`config.mk`:
```
export PLATFORM = sky130hd
export DESIGN_NAME = stopwatch_ctrl
export DESIGN_NICKNAME = d
export VERILOG_FILES = /design/src/rtl/stopwatch_pkg.sv /design/src/rtl/stopwatch_ctrl_bcd_mmss_counter.sv /design/src/rtl/stopwatch_ctrl.sv
export SDC_FILE = /design/constraint.sdc
export NUM_CORES = 1
export LEC_CHECK = 0
export CORE_ASPECT_RATIO = 2
export CORE_UTILIZATION = 55
export CTS_CLUSTER_SIZE = 24
export DETAILED_ROUTE_END_ITERATION = 16
export PLACE_DENSITY = 0.84
export SLEW_MARGIN = 10
export SYNTH_ARGS = -nofsm -noshare
export SYNTH_HDL_FRONTEND = slang
export SYNTH_HIERARCHICAL = 1
export SYNTH_SLANG_ARGS = --single-unit
```
`constraint.sdc`:
```
create_clock -name clk -period 4.15 [get_ports clk]
set_input_delay 0.6225 -clock clk [delete_from_list [all_inputs] [get_ports clk]]
set_output_delay 0.6225 -clock clk [all_outputs]
set_load 0.02 [all_outputs]
```
`src/rtl/stopwatch_pkg.sv`:
```
// Shared types, constants and BCD MM:SS step helpers for the stopwatch controller.
package stopwatch_pkg;

    typedef enum logic [1:0] {
        SET   = 2'd0,
        RUN   = 2'd1,
        PAUSE = 2'd2,
        LAP   = 2'd3
    } state_t;

    localparam int unsigned BTN_START = 0;
    localparam int unsigned BTN_LAP   = 1;
    localparam int unsigned BTN_CLR   = 2;
    localparam int unsigned BTN_DIR   = 3;
    localparam int unsigned BTN_GCLR  = 4;

    localparam int unsigned SEC_MAX = 59;
    localparam int unsigned MIN_MAX = 99;

    localparam logic [3:0] SEC_TENS_MAX = 4'(SEC_MAX / 10);
    localparam logic [3:0] SEC_ONES_MAX = 4'(SEC_MAX % 10);
    localparam logic [3:0] MIN_TENS_MAX = 4'(MIN_MAX / 10);
    localparam logic [3:0] MIN_ONES_MAX = 4'(MIN_MAX % 10);

    typedef struct packed {
        logic [3:0] m1;
        logic [3:0] m0;
        logic [3:0] s1;
        logic [3:0] s0;
    } mmss_t;

    // Seconds field +1, wrapping at SEC_MAX, minutes untouched.
    function automatic mmss_t sec_inc(input mmss_t v);
        mmss_t r;
        r = v;
        if (v.s1 == SEC_TENS_MAX && v.s0 == SEC_ONES_MAX) begin
            r.s1 = 4'd0;
            r.s0 = 4'd0;
        end else if (v.s0 == 4'd9) begin
            r.s1 = v.s1 + 4'd1;
            r.s0 = 4'd0;
        end else begin
            r.s0 = v.s0 + 4'd1;
        end
        return r;
    endfunction

    function automatic mmss_t min_inc(input mmss_t v);
        mmss_t r;
        r = v;
        if (v.m1 == MIN_TENS_MAX && v.m0 == MIN_ONES_MAX) begin
            r.m1 = 4'd0;
            r.m0 = 4'd0;
        end else if (v.m0 == 4'd9) begin
            r.m1 = v.m1 + 4'd1;
            r.m0 = 4'd0;
        end else begin
            r.m0 = v.m0 + 4'd1;
        end
        return r;
    endfunction

    function automatic mmss_t sec_dec(input mmss_t v);
        mmss_t r;
        r = v;
        if (v.s1 == 4'd0 && v.s0 == 4'd0) begin
            r.s1 = SEC_TENS_MAX;
            r.s0 = SEC_ONES_MAX;
        end else if (v.s0 == 4'd0) begin
            r.s1 = v.s1 - 4'd1;
            r.s0 = 4'd9;
        end else begin
            r.s0 = v.s0 - 4'd1;
        end
        return r;
    endfunction

    function automatic mmss_t min_dec(input mmss_t v);
        mmss_t r;
        r = v;
        if (v.m1 == 4'd0 && v.m0 == 4'd0) begin
            r.m1 = MIN_TENS_MAX;
            r.m0 = MIN_ONES_MAX;
        end else if (v.m0 == 4'd0) begin
            r.m1 = v.m1 - 4'd1;
            r.m0 = 4'd9;
        end else begin
            r.m0 = v.m0 - 4'd1;
        end
        return r;
    endfunction

    // Full-timer steps: seconds carry/borrow into minutes, whole range wraps.
    function automatic mmss_t mmss_up(input mmss_t v);
        mmss_t r;
        r = sec_inc(v);
        if (v.s1 == SEC_TENS_MAX && v.s0 == SEC_ONES_MAX) r = min_inc(r);
        return r;
    endfunction

    function automatic mmss_t mmss_down(input mmss_t v);
        mmss_t r;
        r = sec_dec(v);
        if (v.s1 == 4'd0 && v.s0 == 4'd0) r = min_dec(r);
        return r;
    endfunction

endpackage

```
`src/rtl/stopwatch_ctrl_bcd_mmss_counter.sv`:
```
// MM:SS BCD register with tick up/down and manual minute/second presets.
module bcd_mmss_counter
    import stopwatch_pkg::*;
(
    input  logic  clk,
    input  logic  rst,
    input  logic  clear,
    input  logic  inc,
    input  logic  dec,
    input  logic  add_min,
    input  logic  add_sec,
    output mmss_t value,
    output logic  is_zero
);

    always_ff @(posedge clk or negedge rst) begin
        if (!rst) begin
            value <= '0;
        end else if (clear) begin
            value <= '0;
        end else if (inc) begin
            value <= mmss_up(value);
        end else if (dec) begin
            value <= mmss_down(value);
        end else if (add_min) begin
            value <= min_inc(value);
        end else if (add_sec) begin
            value <= sec_inc(value);
        end
    end

    assign is_zero = (value == '0);

endmodule

```
`src/rtl/stopwatch_ctrl.sv`:
```
// Stopwatch control: button FSM, 1 s prescaler, lap freeze and display select.
module stopwatch_ctrl
    import stopwatch_pkg::*;
#(
    parameter int unsigned TICK_DIV = 100000000,
    parameter int unsigned CNT_W    = 27
) (
    input  logic        clk,
    input  logic        rst,
    input  logic [4:0]  pressed,
    output logic [15:0] disp,
    output logic        running,
    output logic        lap,
    output logic        dir_down,
    output logic        done,
    output logic [1:0]  state
);

    localparam logic [CNT_W-1:0] TICK_LAST = CNT_W'(TICK_DIV - 1);

    state_t           state_q, state_nxt;
    logic [CNT_W-1:0] presc;
    mmss_t            count, frozen, tick_next;
    logic             cnt_zero, counting, tick, reach_zero;
    logic             cnt_clear, cnt_inc, cnt_dec, add_min, add_sec;
    logic             dir_toggle, dir_clear, presc_clear, lap_capture, done_nxt;

    bcd_mmss_counter u_counter (
        .clk     (clk),
        .rst     (rst),
        .clear   (cnt_clear),
        .inc     (cnt_inc),
        .dec     (cnt_dec),
        .add_min (add_min),
        .add_sec (add_sec),
        .value   (count),
        .is_zero (cnt_zero)
    );

    assign counting   = (state_q == RUN) || (state_q == LAP);
    assign tick       = counting && (presc == TICK_LAST);
    assign tick_next  = dir_down ? mmss_down(count) : mmss_up(count);
    assign reach_zero = tick && dir_down && (tick_next == '0);

    always_ff @(posedge clk or negedge rst) begin
        if (!rst) state_q <= SET;
        else      state_q <= state_nxt;
    end

    // Only the highest-priority pulse acts; a down count hitting zero wins the transition.
    always_comb begin
        state_nxt   = state_q;
        cnt_clear   = 1'b0;
        cnt_inc     = 1'b0;
        cnt_dec     = 1'b0;
        add_min     = 1'b0;
        add_sec     = 1'b0;
        dir_toggle  = 1'b0;
        dir_clear   = 1'b0;
        presc_clear = 1'b0;
        lap_capture = 1'b0;
        done_nxt    = 1'b0;
        if (pressed[BTN_GCLR]) begin
            state_nxt   = SET;
            cnt_clear   = 1'b1;
            presc_clear = 1'b1;
            dir_clear   = 1'b1;
        end else begin
            cnt_inc = tick && !dir_down;
            cnt_dec = tick && dir_down;
            case (state_q)
                SET: begin
                    if (pressed[BTN_START]) begin
                        if (!(dir_down && cnt_zero)) begin
                            state_nxt   = RUN;
                            presc_clear = 1'b1;
                        end
                    end else if (pressed[BTN_LAP]) begin
                        add_min = 1'b1;
                    end else if (pressed[BTN_CLR]) begin
                        add_sec = 1'b1;
                    end else if (pressed[BTN_DIR]) begin
                        dir_toggle = 1'b1;
                    end
                end
                RUN: begin
                    if (pressed[BTN_START]) begin
                        state_nxt = PAUSE;
                    end else if (pressed[BTN_LAP]) begin
                        state_nxt   = LAP;
                        lap_capture = 1'b1;
                    end
                end
                LAP: begin
                    if (pressed[BTN_START])    state_nxt = PAUSE;
                    else if (pressed[BTN_LAP]) state_nxt = RUN;
                end
                PAUSE: begin
                    if (pressed[BTN_START]) begin
                        state_nxt = RUN;
                    end else if (pressed[BTN_LAP]) begin
                        state_nxt = PAUSE;
                    end else if (pressed[BTN_CLR]) begin
                        state_nxt = SET;
                        cnt_clear = 1'b1;
                    end else if (pressed[BTN_DIR]) begin
                        dir_toggle = 1'b1;
                    end
                end
                default: state_nxt = SET;
            endcase
            if (reach_zero) begin
                state_nxt   = SET;
                presc_clear = 1'b1;
                done_nxt    = 1'b1;
            end
        end
    end

    always_ff @(posedge clk or negedge rst) begin
        if (!rst) begin
            presc    <= '0;
            dir_down <= 1'b0;
            done     <= 1'b0;
            frozen   <= '0;
        end else begin
            done <= done_nxt;
            if (presc_clear || tick) presc <= '0;
            else if (counting)       presc <= presc + CNT_W'(1);
            if (dir_clear)       dir_down <= 1'b0;
            else if (dir_toggle) dir_down <= ~dir_down;
            // Lap captures the value the counter will hold after this edge.
            if (lap_capture) frozen <= tick ? tick_next : count;
        end
    end

    assign state   = state_q;
    assign running = counting;
    assign lap     = (state_q == LAP);
    assign disp    = (state_q == LAP) ? frozen : count;

endmodule

```
==> impl_metrics.toml, run 1 <==
[global_route]
grt_max_degree = 42
grt_pass1_vias = 5015
track_usage = 0.309
grt_overflow = 0
antenna_found_initial = 0
grt_pass1_wl_um = 24100

[synth]
synth_seq_area_share = 0.299
synthArstFlopShare = 1.00
ys_warn_count = 6
synth_cells = 631
ys_ff_latch = 63
syn_nets = 666
synth-edff-count = 0
syn_area_mm2 = 0.00527
synth.avg_cell_area_um2 = 8.35
synth_flop_cell = "dfrtp_1"
synth_cell_types = 85

[power_and_ir_drop]
cellPowerDensity_mw_per_mm2 = 281
p_leak_uw = 0.00243
ir_worst_vdd_mv = 0.267
power_uw = 1670

[setup_path]
cpMaxStageDelayCell = "clkdlybuf4s50_1"
crit_top_cell = "nand2_1"
worst_setup_path_start_kind = "flip-flop"
crit_path_cell_trace = "nand2_1 > inv_1 > nand2_1 > o21ai_0 > clkdlybuf4s50_1"
cp-end-kind = "output port"
rrSetupSlack_ps = 740
required_ps = 3530
crit_family = "buffers and inverters"
cp.arrival_ps = 2920
max_stage_delay_ps = 670
crit_buf_inv = 2
critPathKind = "flip-flop to output port"
cp_max_fo = 21

[floorplanning]
start_util = 0.565
dieArea_mm2 = 0.0100
fp.dieW_um = 71.2
ios = 29
rows = 50
core_area_mm2 = 0.00932
fp.dieH_um = 140

[sta]
period_needed_ps = 3540
rsz0062_at_grt = "no"
finalHoldViolations = 0
max_freq_mhz = 282
setup_tns_ps = 0
setup_viol = 0
worst_pin_slew_ps = 953
fin_crit_sh = 0.854
worst_slack_ps = 607
drv_slew = 0
relSlewSlack = 0.363
skew_ps = 10.9
hold_slack_ps = 410

[detailed_routing]
wl_per_cell_um = 19.3
ant_nets = 0
drc = 1
wl_um = 14500
vias_per_cell = 6.62
drt_iter0_drc = 592
first_pass_iters = 11
dr_total_vias = 4993

[final_layout]
layout_commonest_cell = "nand2_1"
insertedDiodeCount = 0
nets = 681
areaGrowthSynthToFinish_pct = 12.5
multi_input_area_mm2 = 0.00340
fillers = 759
regArea_mm2 = 0.00158
drive_gt1_frac = 0.0954
final_cell_mix = "nand2_1, dfrtp_1, nor2_1"

[job]
maxCapViolCount = 0

[place]
place.gp.congestion = 0.996
dp_hpwl_um = 10300
dp_slack_ps = 816
port_buffers = 28

[clock_tree]
cts-root-buf = "clkbuf_16"
clkTransAtPathRegs_ps = 60
clock_sinks = 63
htreeDepth = 3
hold_buffers = 0
numCtsBuffers = 9
cts_setup_buffers = 0
insertion_delay_ps = 340
cts_buffer_depth = 2
cts-resized-gates = 0
cts_tree = "built"

[run_status]
violations = "DRC"
status = "finished with violations"

[min_path]
hold_path_class = "input port to asynchronous set/reset pin"
==> synth_stat cells, drive strengths merged (4+ instances only) <==
cell type / count / area share
a211oi: 7 / 0.011
a21o: 6 / 0.0085
a21oi: 39 / 0.038
a22o: 6 / 0.010
a22oi: 4 / 0.0066
a311oi: 4 / 0.0066
a31oi: 4 / 0.0047
and3: 11 / 0.013
and3b: 6 / 0.010
buf: 17 / 0.020
clkbuf: 17 / 0.012
dfrtp: 63 / 0.30
ha: 28 / 0.066
inv: 34 / 0.024
mux2: 10 / 0.021
mux2i: 8 / 0.015
nand2: 65 / 0.047
nand2b: 7 / 0.0083
nand3: 23 / 0.023
nand3b: 8 / 0.014
nand4: 13 / 0.018
nor2: 62 / 0.044
nor2b: 6 / 0.0071
nor3: 18 / 0.017
nor3b: 9 / 0.016
nor4: 10 / 0.017
o21a: 4 / 0.0057
o21ai: 45 / 0.043
o21bai: 4 / 0.0057
o221ai: 4 / 0.0066
o22ai: 4 / 0.0047
or3: 5 / 0.0059
xnor2: 17 / 0.028
xor2: 12 / 0.020
==> where the power goes <==
| group | internal [uW] | switching [uW] |
|---|---|---|
| Combinational | 51.6 | 89.7 |
| Clock | 616 | 273 |
| Sequential | 622 | 14.2 |
| Total | 1290 | 377 |
==> cell type report <==
type	instances	share of cell area
tap	104	0.0220
timing repair buffer	38	0.0591
inverter	34	0.0215
clock inverter	3	0.0152
sequential	63	0.266
clock buffer	12	0.0433
multi-input combinational	500	0.573
==> kinds of logic (layout without fill, tap and decap cells) <==
| logic type | count (synthesis) | after routing | synth area share |
|---|---|---|---|
| DFF | 63 | 63 | 0.299 |
| AOI/OAI and AO/OA | 159 | 159 | 0.202 |
| adders and majority gates | 28 | 28 | 0.0665 |
| xor gates and xnor gates | 29 | 29 | 0.0482 |
| muxes | 21 | 21 | 0.0494 |
| buffers and inverters | 68 | 87 | 0.0565 |
| and+or+nand+nor | 263 | 263 | 0.279 |
==> metrics by stage <==
stage	cells	instance area, um^2	util
6_report	754	5930	0.636
5_1_grt	754	5930	0.636
4_1_cts	754	5930	0.636
3_5_place_dp	739	5580	0.599
3_3_place_gp	739	5580	0.599
2_1_floorplan	631	5270	-
==> flip-flops by register name, indices dropped and copies added, names as in the netlist <==
register         count
frozen              16
dir_down             1
presc               27
done                 1
u_counter/value     16
state                2
==> path summary, 6_finish.rpt <==
| kind | startpoint | endpoint | depth (start not counted) |
|---|---|---|---|
| min in group clk | frozen[6] | frozen[6] | 2 |
| max reg2reg | presc[8] | u_counter/value[14] | 10 |
| max in group asynchronous | rst | u_counter/value[2] | 2 |
| max | state[0] | disp[7] | 5 |
| min reg2reg | frozen[6] | frozen[6] | 2 |
| min | rst | frozen[12] | 1 |
==> per-layer routing <==
layer	routed length, um	track usage	up-vias
met5	0	0	-
met4	822	0.207	0
met3	628	0.0446	63
met2	7830	0.550	191
met1	5260	0.327	2416
li1	-	-	2323
No activity file was read; power rests on OpenSTA's default activity.
==> inputs of run 2 (changes only) <==
--- a/config.mk
+++ b/config.mk
@@ -6,10 +6,12 @@
 export NUM_CORES = 1
 export LEC_CHECK = 0
 export CORE_ASPECT_RATIO = 2
-export CORE_UTILIZATION = 55
+export CORE_UTILIZATION = 60
 export CTS_CLUSTER_SIZE = 24
 export DETAILED_ROUTE_END_ITERATION = 16
-export PLACE_DENSITY = 0.84
+export DONT_BUFFER_PORTS = 1
+export MAX_ROUTING_LAYER = met4
+export PLACE_DENSITY = 0.86
 export SLEW_MARGIN = 10
 export SYNTH_ARGS = -nofsm -noshare
 export SYNTH_HDL_FRONTEND = slang
==> run 2 against run 1 <==
- the flow now finishes without violations
- via count up 0.76%
- first-iteration DRC count rose by 4.4%
- hold slack got worse by 280 ps
- worst setup slack got worse by 220 ps
- critical path type is now flip-flop to flip-flop
- largest power group unchanged
==> impl_metrics.toml, run 2 (synthesized netlist as in run 1, its figures left out) <==
[sta]
setup_viol = 0
fin_crit_sh = 0.907
finalHoldViolations = 0
period_needed_ps = 3760
relSlewSlack = 0.372
max_freq_mhz = 266
rsz0062_at_grt = "no"
drv_slew = 0
hold_slack_ps = 131
worst_pin_slew_ps = 940
skew_ps = 10.1
setup_tns_ps = 0

[clock_tree]
htreeDepth = 3
clkTransAtPathRegs_ps = 60
cts-root-buf = "clkbuf_16"
cts_buffer_depth = 2
clock_sinks = 63
cts-resized-gates = 0
numCtsBuffers = 9
cts_tree = "built"
insertion_delay_ps = 340

[setup_path]
worst_setup_path_start_kind = "flip-flop"
rrSetupSlack_ps = 390
cp-end-kind = "flip-flop"
rr_endpoint = "u_counter/value[10]"
max_stage_delay_ps = 650
reg2reg_from = "presc[8]"
critPathKind = "flip-flop to flip-flop"
crit_path_cell_trace = "or4b_4 > nor4_4 > nand3_2 > nor3b_1 > nand2b_1 > nor2_1 > a22o_1 > a21oi_1 > a311oi_1"
cpMaxStageDelayCell = "nor3b_1"
critPathLaunch = "presc[8]"
worstRegToRegCells = 9
cp.arrival_ps = 4010
required_ps = 4390
cp_max_fo = 15

[final_layout]
top_regs = "presc (27), frozen (16), u_counter/value (16)"
insertedDiodeCount = 0
areaGrowthSynthToFinish_pct = 6.01
drive_gt1_frac = 0.0965
fillers = 712
regMostFlops = "presc"
nets = 653
layout_commonest_cell = "nand2_1"
largest_reg_flops = 27
regArea_mm2 = 0.00158
multi_input_area_mm2 = 0.00340
final_cell_mix = "nand2_1, dfrtp_1, nor2_1"

[power_and_ir_drop]
cellPowerDensity_mw_per_mm2 = 262
p_leak_uw = 0.00230
ir_worst_vdd_mv = 0.272

[floorplanning]
ios = 29
start_util = 0.614
dieArea_mm2 = 0.00919
rows = 48
fp.dieW_um = 68.3
core_area_mm2 = 0.00859
fp.dieH_um = 135

[detailed_routing]
dr_total_vias = 5031
met3_length_um = 839
dr_wl_met2_um = 7630
ant_nets = 0
wl_per_cell_um = 20.6
top_layer = "met4"
drc = 0
wl_um = 14900
drt_iter0_drc = 618
first_pass_iters = 5
wl_met1_um = 5230
vias_per_cell = 6.97

[global_route]
grt_overflow = 0
antenna_found_initial = 0
grt_max_degree = 64
grt_pass1_wl_um = 24300
grt_pass1_vias = 5063
track_usage = 0.367

[run_status]
status = "finished clean"

[min_path]
hold_path_class = "input port to asynchronous set/reset pin"

[place]
port_buffers = 0
dp_hpwl_um = 10300
place.gp.congestion = 0.939

[job]
maxCapViolCount = 0
## run 2: what timing repair did
action,in CTS,in global routing
buffers inserted,0,0
hold buffers,1,0
endpoints found under the hold margin,63,0
## run 2: how the worst max path moves through the flow
stage,slack [ps],to
2_1_floorplan,1010,u_counter/value[14]
5_1_grt,120,u_counter/value[2]
4_1_cts,480,u_counter/value[10]
3_3_place_gp,630,u_counter/value[10]
6_report,390,u_counter/value[10]
3_5_place_dp,510,u_counter/value[10]
## run 2: metal layers
metal / global-route usage / up-vias
li1: - / 2272
met1: 0.377 / 2415
met2: 0.580 / 252
met3: 0.0853 / 92
met4: 0.282 / 0
met5: - / -
## run 2: cell type report
type                            instances  share of cell area
Clock buffer                           12              0.0441
Sequential cell                        63               0.282
Multi-Input combinational cell        500               0.608
Inverter                               34              0.0228
Tap cell                              100              0.0224
Clock inverter                          3             0.00358
Timing Repair Buffer                   10              0.0170
## run 2: worst max-delay path, delay by kind of cell (launching register included)
kind             cells  cell delay, ps
flip-flops           1             460
AND/OR/NAND/NOR      6            2680
AO/OA/AOI/OAI        3             540
## run 2: report_power, final
part           total [uW]  internal (uW)  switching, uW
Sequential            632            622           9.99
Clock                 694            416            278
Combinational         136           44.0           91.9
Total                1460           1080            380
## run 2: through the flow
step / total power (uW) / cells / utilization / area [um^2] / setup WS (ps)
global route: 1510 / 722 / 0.650 / 5590 / 123
CTS: 1460 / 722 / 0.650 / 5590 / 480
floorplan: 730 / 631 / - / 5270 / 1010
global placement: 754 / 706 / 0.616 / 5290 / 632
detailed placement: 758 / 706 / 0.616 / 5290 / 513
finish: 1460 / 722 / 0.650 / 5590 / 386
==> inputs of run 3 (changes only) <==
--- a/config.mk
+++ b/config.mk
@@ -6,6 +6,7 @@
 export NUM_CORES = 1
 export LEC_CHECK = 0
 export CORE_ASPECT_RATIO = 2
+export CORE_MARGIN = 5
 export CORE_UTILIZATION = 60
 export CTS_CLUSTER_SIZE = 24
 export DETAILED_ROUTE_END_ITERATION = 16
==> constraint.sdc (replaced) <==
create_clock -name clk -period 4.5 [get_ports clk]
set_input_delay 0.675 -clock clk [delete_from_list [all_inputs] [get_ports clk]]
set_output_delay 0.675 -clock clk [all_outputs]
set_load 0.02 [all_outputs]
==> run 3 against run 2 <==
- critical path depth is the same
- maximum frequency shrank 0.32%
- via count shrank 1.6%
- flip-flop and latch count is the same
- worst setup slack gained 340 ps
- global-route usage shrank 9.0 points
- total power shrank 11%
- sequential power shrank 7.1%
- critical endpoint unchanged
- largest cell class unchanged
==> impl_metrics.toml, run 3 (synthesized netlist as in run 1, its figures left out) <==
[detailed_routing]
drt_iter0_drc = 552
wl_um = 14600
first_pass_iters = 8
dr_total_vias = 4950
drc = 0
wl_per_cell_um = 20.4
ant_nets = 0
vias_per_cell = 6.91

[clock_tree]
numCtsBuffers = 9
htreeDepth = 3
cts_buffer_depth = 2
cts_setup_buffers = 0
clock_sinks = 63
cts_tree = "built"
cts-resized-gates = 0
clkTransAtPathRegs_ps = 50
cts-root-buf = "clkbuf_16"
insertion_delay_ps = 330
hold_buffers = 0

[job]
maxCapViolCount = 0

[floorplanning]
fp.dieH_um = 143
dieArea_mm2 = 0.0109
fp.dieW_um = 76.3
rows = 48
ios = 29
core_area_mm2 = 0.00859
start_util = 0.614

[global_route]
grt_overflow = 0
grt_pass1_vias = 4916
grt.busiest_layer = "met2"
met1_usage = 0.275
grt_use_met3 = 0.0570
met2_usage = 0.476
antenna_found_initial = 0
track_usage = 0.277
grt_pass1_wl_um = 23900
grt_max_degree = 64

[sta]
max_freq_mhz = 265
relSlewSlack = 0.336
finalHoldViolations = 0
worst_pin_slew_ps = 988
skew_ps = 9.67
period_needed_ps = 3780
worst_slack_ps = 724
setup_tns_ps = 0
rsz0062_at_grt = "no"
drv_slew = 0
fin_crit_sh = 0.839
setup_viol = 0

[setup_path]
crit_path_cell_trace = "or4b_4 > nor4_4 > nand3_2 > nor3b_1 > nand2b_1 > nor2_1 > a22o_1 > a21oi_1 > a311oi_1"
critPathKind = "flip-flop to flip-flop"
rrSetupSlack_ps = 720
crit_cells = 9
cp_max_fo = 15
cp-end-kind = "flip-flop"
worstRegToRegCells = 9
worst_setup_path_start_kind = "flip-flop"
crit_buf_inv = 0
cp.arrival_ps = 4010
crit_family = "simple AND/OR/NAND/NOR gates"
required_ps = 4740
cpMaxStageDelayCell = "nor3b_1"
max_stage_delay_ps = 690

[final_layout]
fin_area_mm2 = 0.00552
insertedDiodeCount = 0
top_regs = "presc (27), frozen (16), u_counter/value (16)"
regMostFlops = "presc"
final_cell_mix = "nand2_1, dfrtp_1, nor2_1"
layout_commonest_cell = "nand2_1"
drive_gt1_frac = 0.0893
largest_reg_flops = 27
areaGrowthSynthToFinish_pct = 4.80
nets = 649

[power_and_ir_drop]
sw_frac_of_total = 0.244
p_seq_frac = 0.450
p_sw_uw = 318
p_leak_uw = 0.00227
ir_worst_vdd_mv = 0.247
p_int_uw = 986
pwr-share-comb = 0.080
cellPowerDensity_mw_per_mm2 = 236
pwr-share-clk = 0.470

[place]
dpl_cell_area_mm2 = 0.00527
port_buffers = 0
dp_slack_ps = 829
place.gp.congestion = 0.986
dp_hpwl_um = 10300

[run_status]
status = "finished clean"

[min_path]
hold_path_class = "input port to asynchronous set/reset pin"
==> run 3: cell count changes in the layout (fill, tap and decap cells not counted), sizes merged <==
cell | before | now
clkinv | 1 | 2
buf | 10 | 6
clkinvlp | 2 | 0
clkbuf | 12 | 11
==> run 3: final cells by class <==
cell class / instances / area, um^2
Tap cell: 100 / 125
Fill cell: 706 / 3070
Inverter: 34 / 128
Clock inverter: 2 / 10.0
Clock buffer: 11 / 243
Timing Repair Buffer: 6 / 45.0
Multi-Input combinational cell: 500 / 3400
Sequential cell: 63 / 1580
==> run 3: path summary, 6_finish.rpt <==
| kind | start | end |
|---|---|---|
| worst max register to register | presc[8] | u_counter/value[10] |
| worst max-delay path | presc[8] | u_counter/value[10] |
| worst min-delay path | rst | frozen[11] |
| max in group asynchronous | rst | frozen[8] |
| min in group clk | pressed[4] | dir_down |
| worst min register to register | frozen[4] | frozen[4] |
==> run 3: metrics by stage <==
step                       util  cells  hold slack [ps]  power, uW
final                     0.643    716             31.3       1300
after global routing      0.643    716             22.3       1350
after CTS                 0.643    716             28.6       1310
after detailed placement  0.614    703              382        697
after global placement    0.614    703              381        695
after floorplan               -    631              379        673
==> run 3: routing by layer <==
metal  vias up  part of all wire  wire length (um)
met5         -                 0                 0
met4         0             0.073              1070
met3        90             0.055               805
met2       252              0.52              7660
met1      2355              0.35              5090
li1       2253                 -                 -
==> run 3: worst register-to-register path, delay by kind of cell (launching register included) <==
kind               cells  cell delay, ps
AOI/OAI and AO/OA      3             530
and+or+nand+nor        6            2710
DFF                    1             450
==> run 3: power by group through the flow <==
stage | Clock, uW | Combinational (uW) | Sequential [uW]
2_1_floorplan | 0 | 80.3 | 593
3_3_place_gp | 0 | 99.3 | 595
3_5_place_dp | 0 | 101 | 596
4_1_cts | 623 | 102 | 586
5_1_grt | 647 | 114 | 587
6_report | 613 | 105 | 587
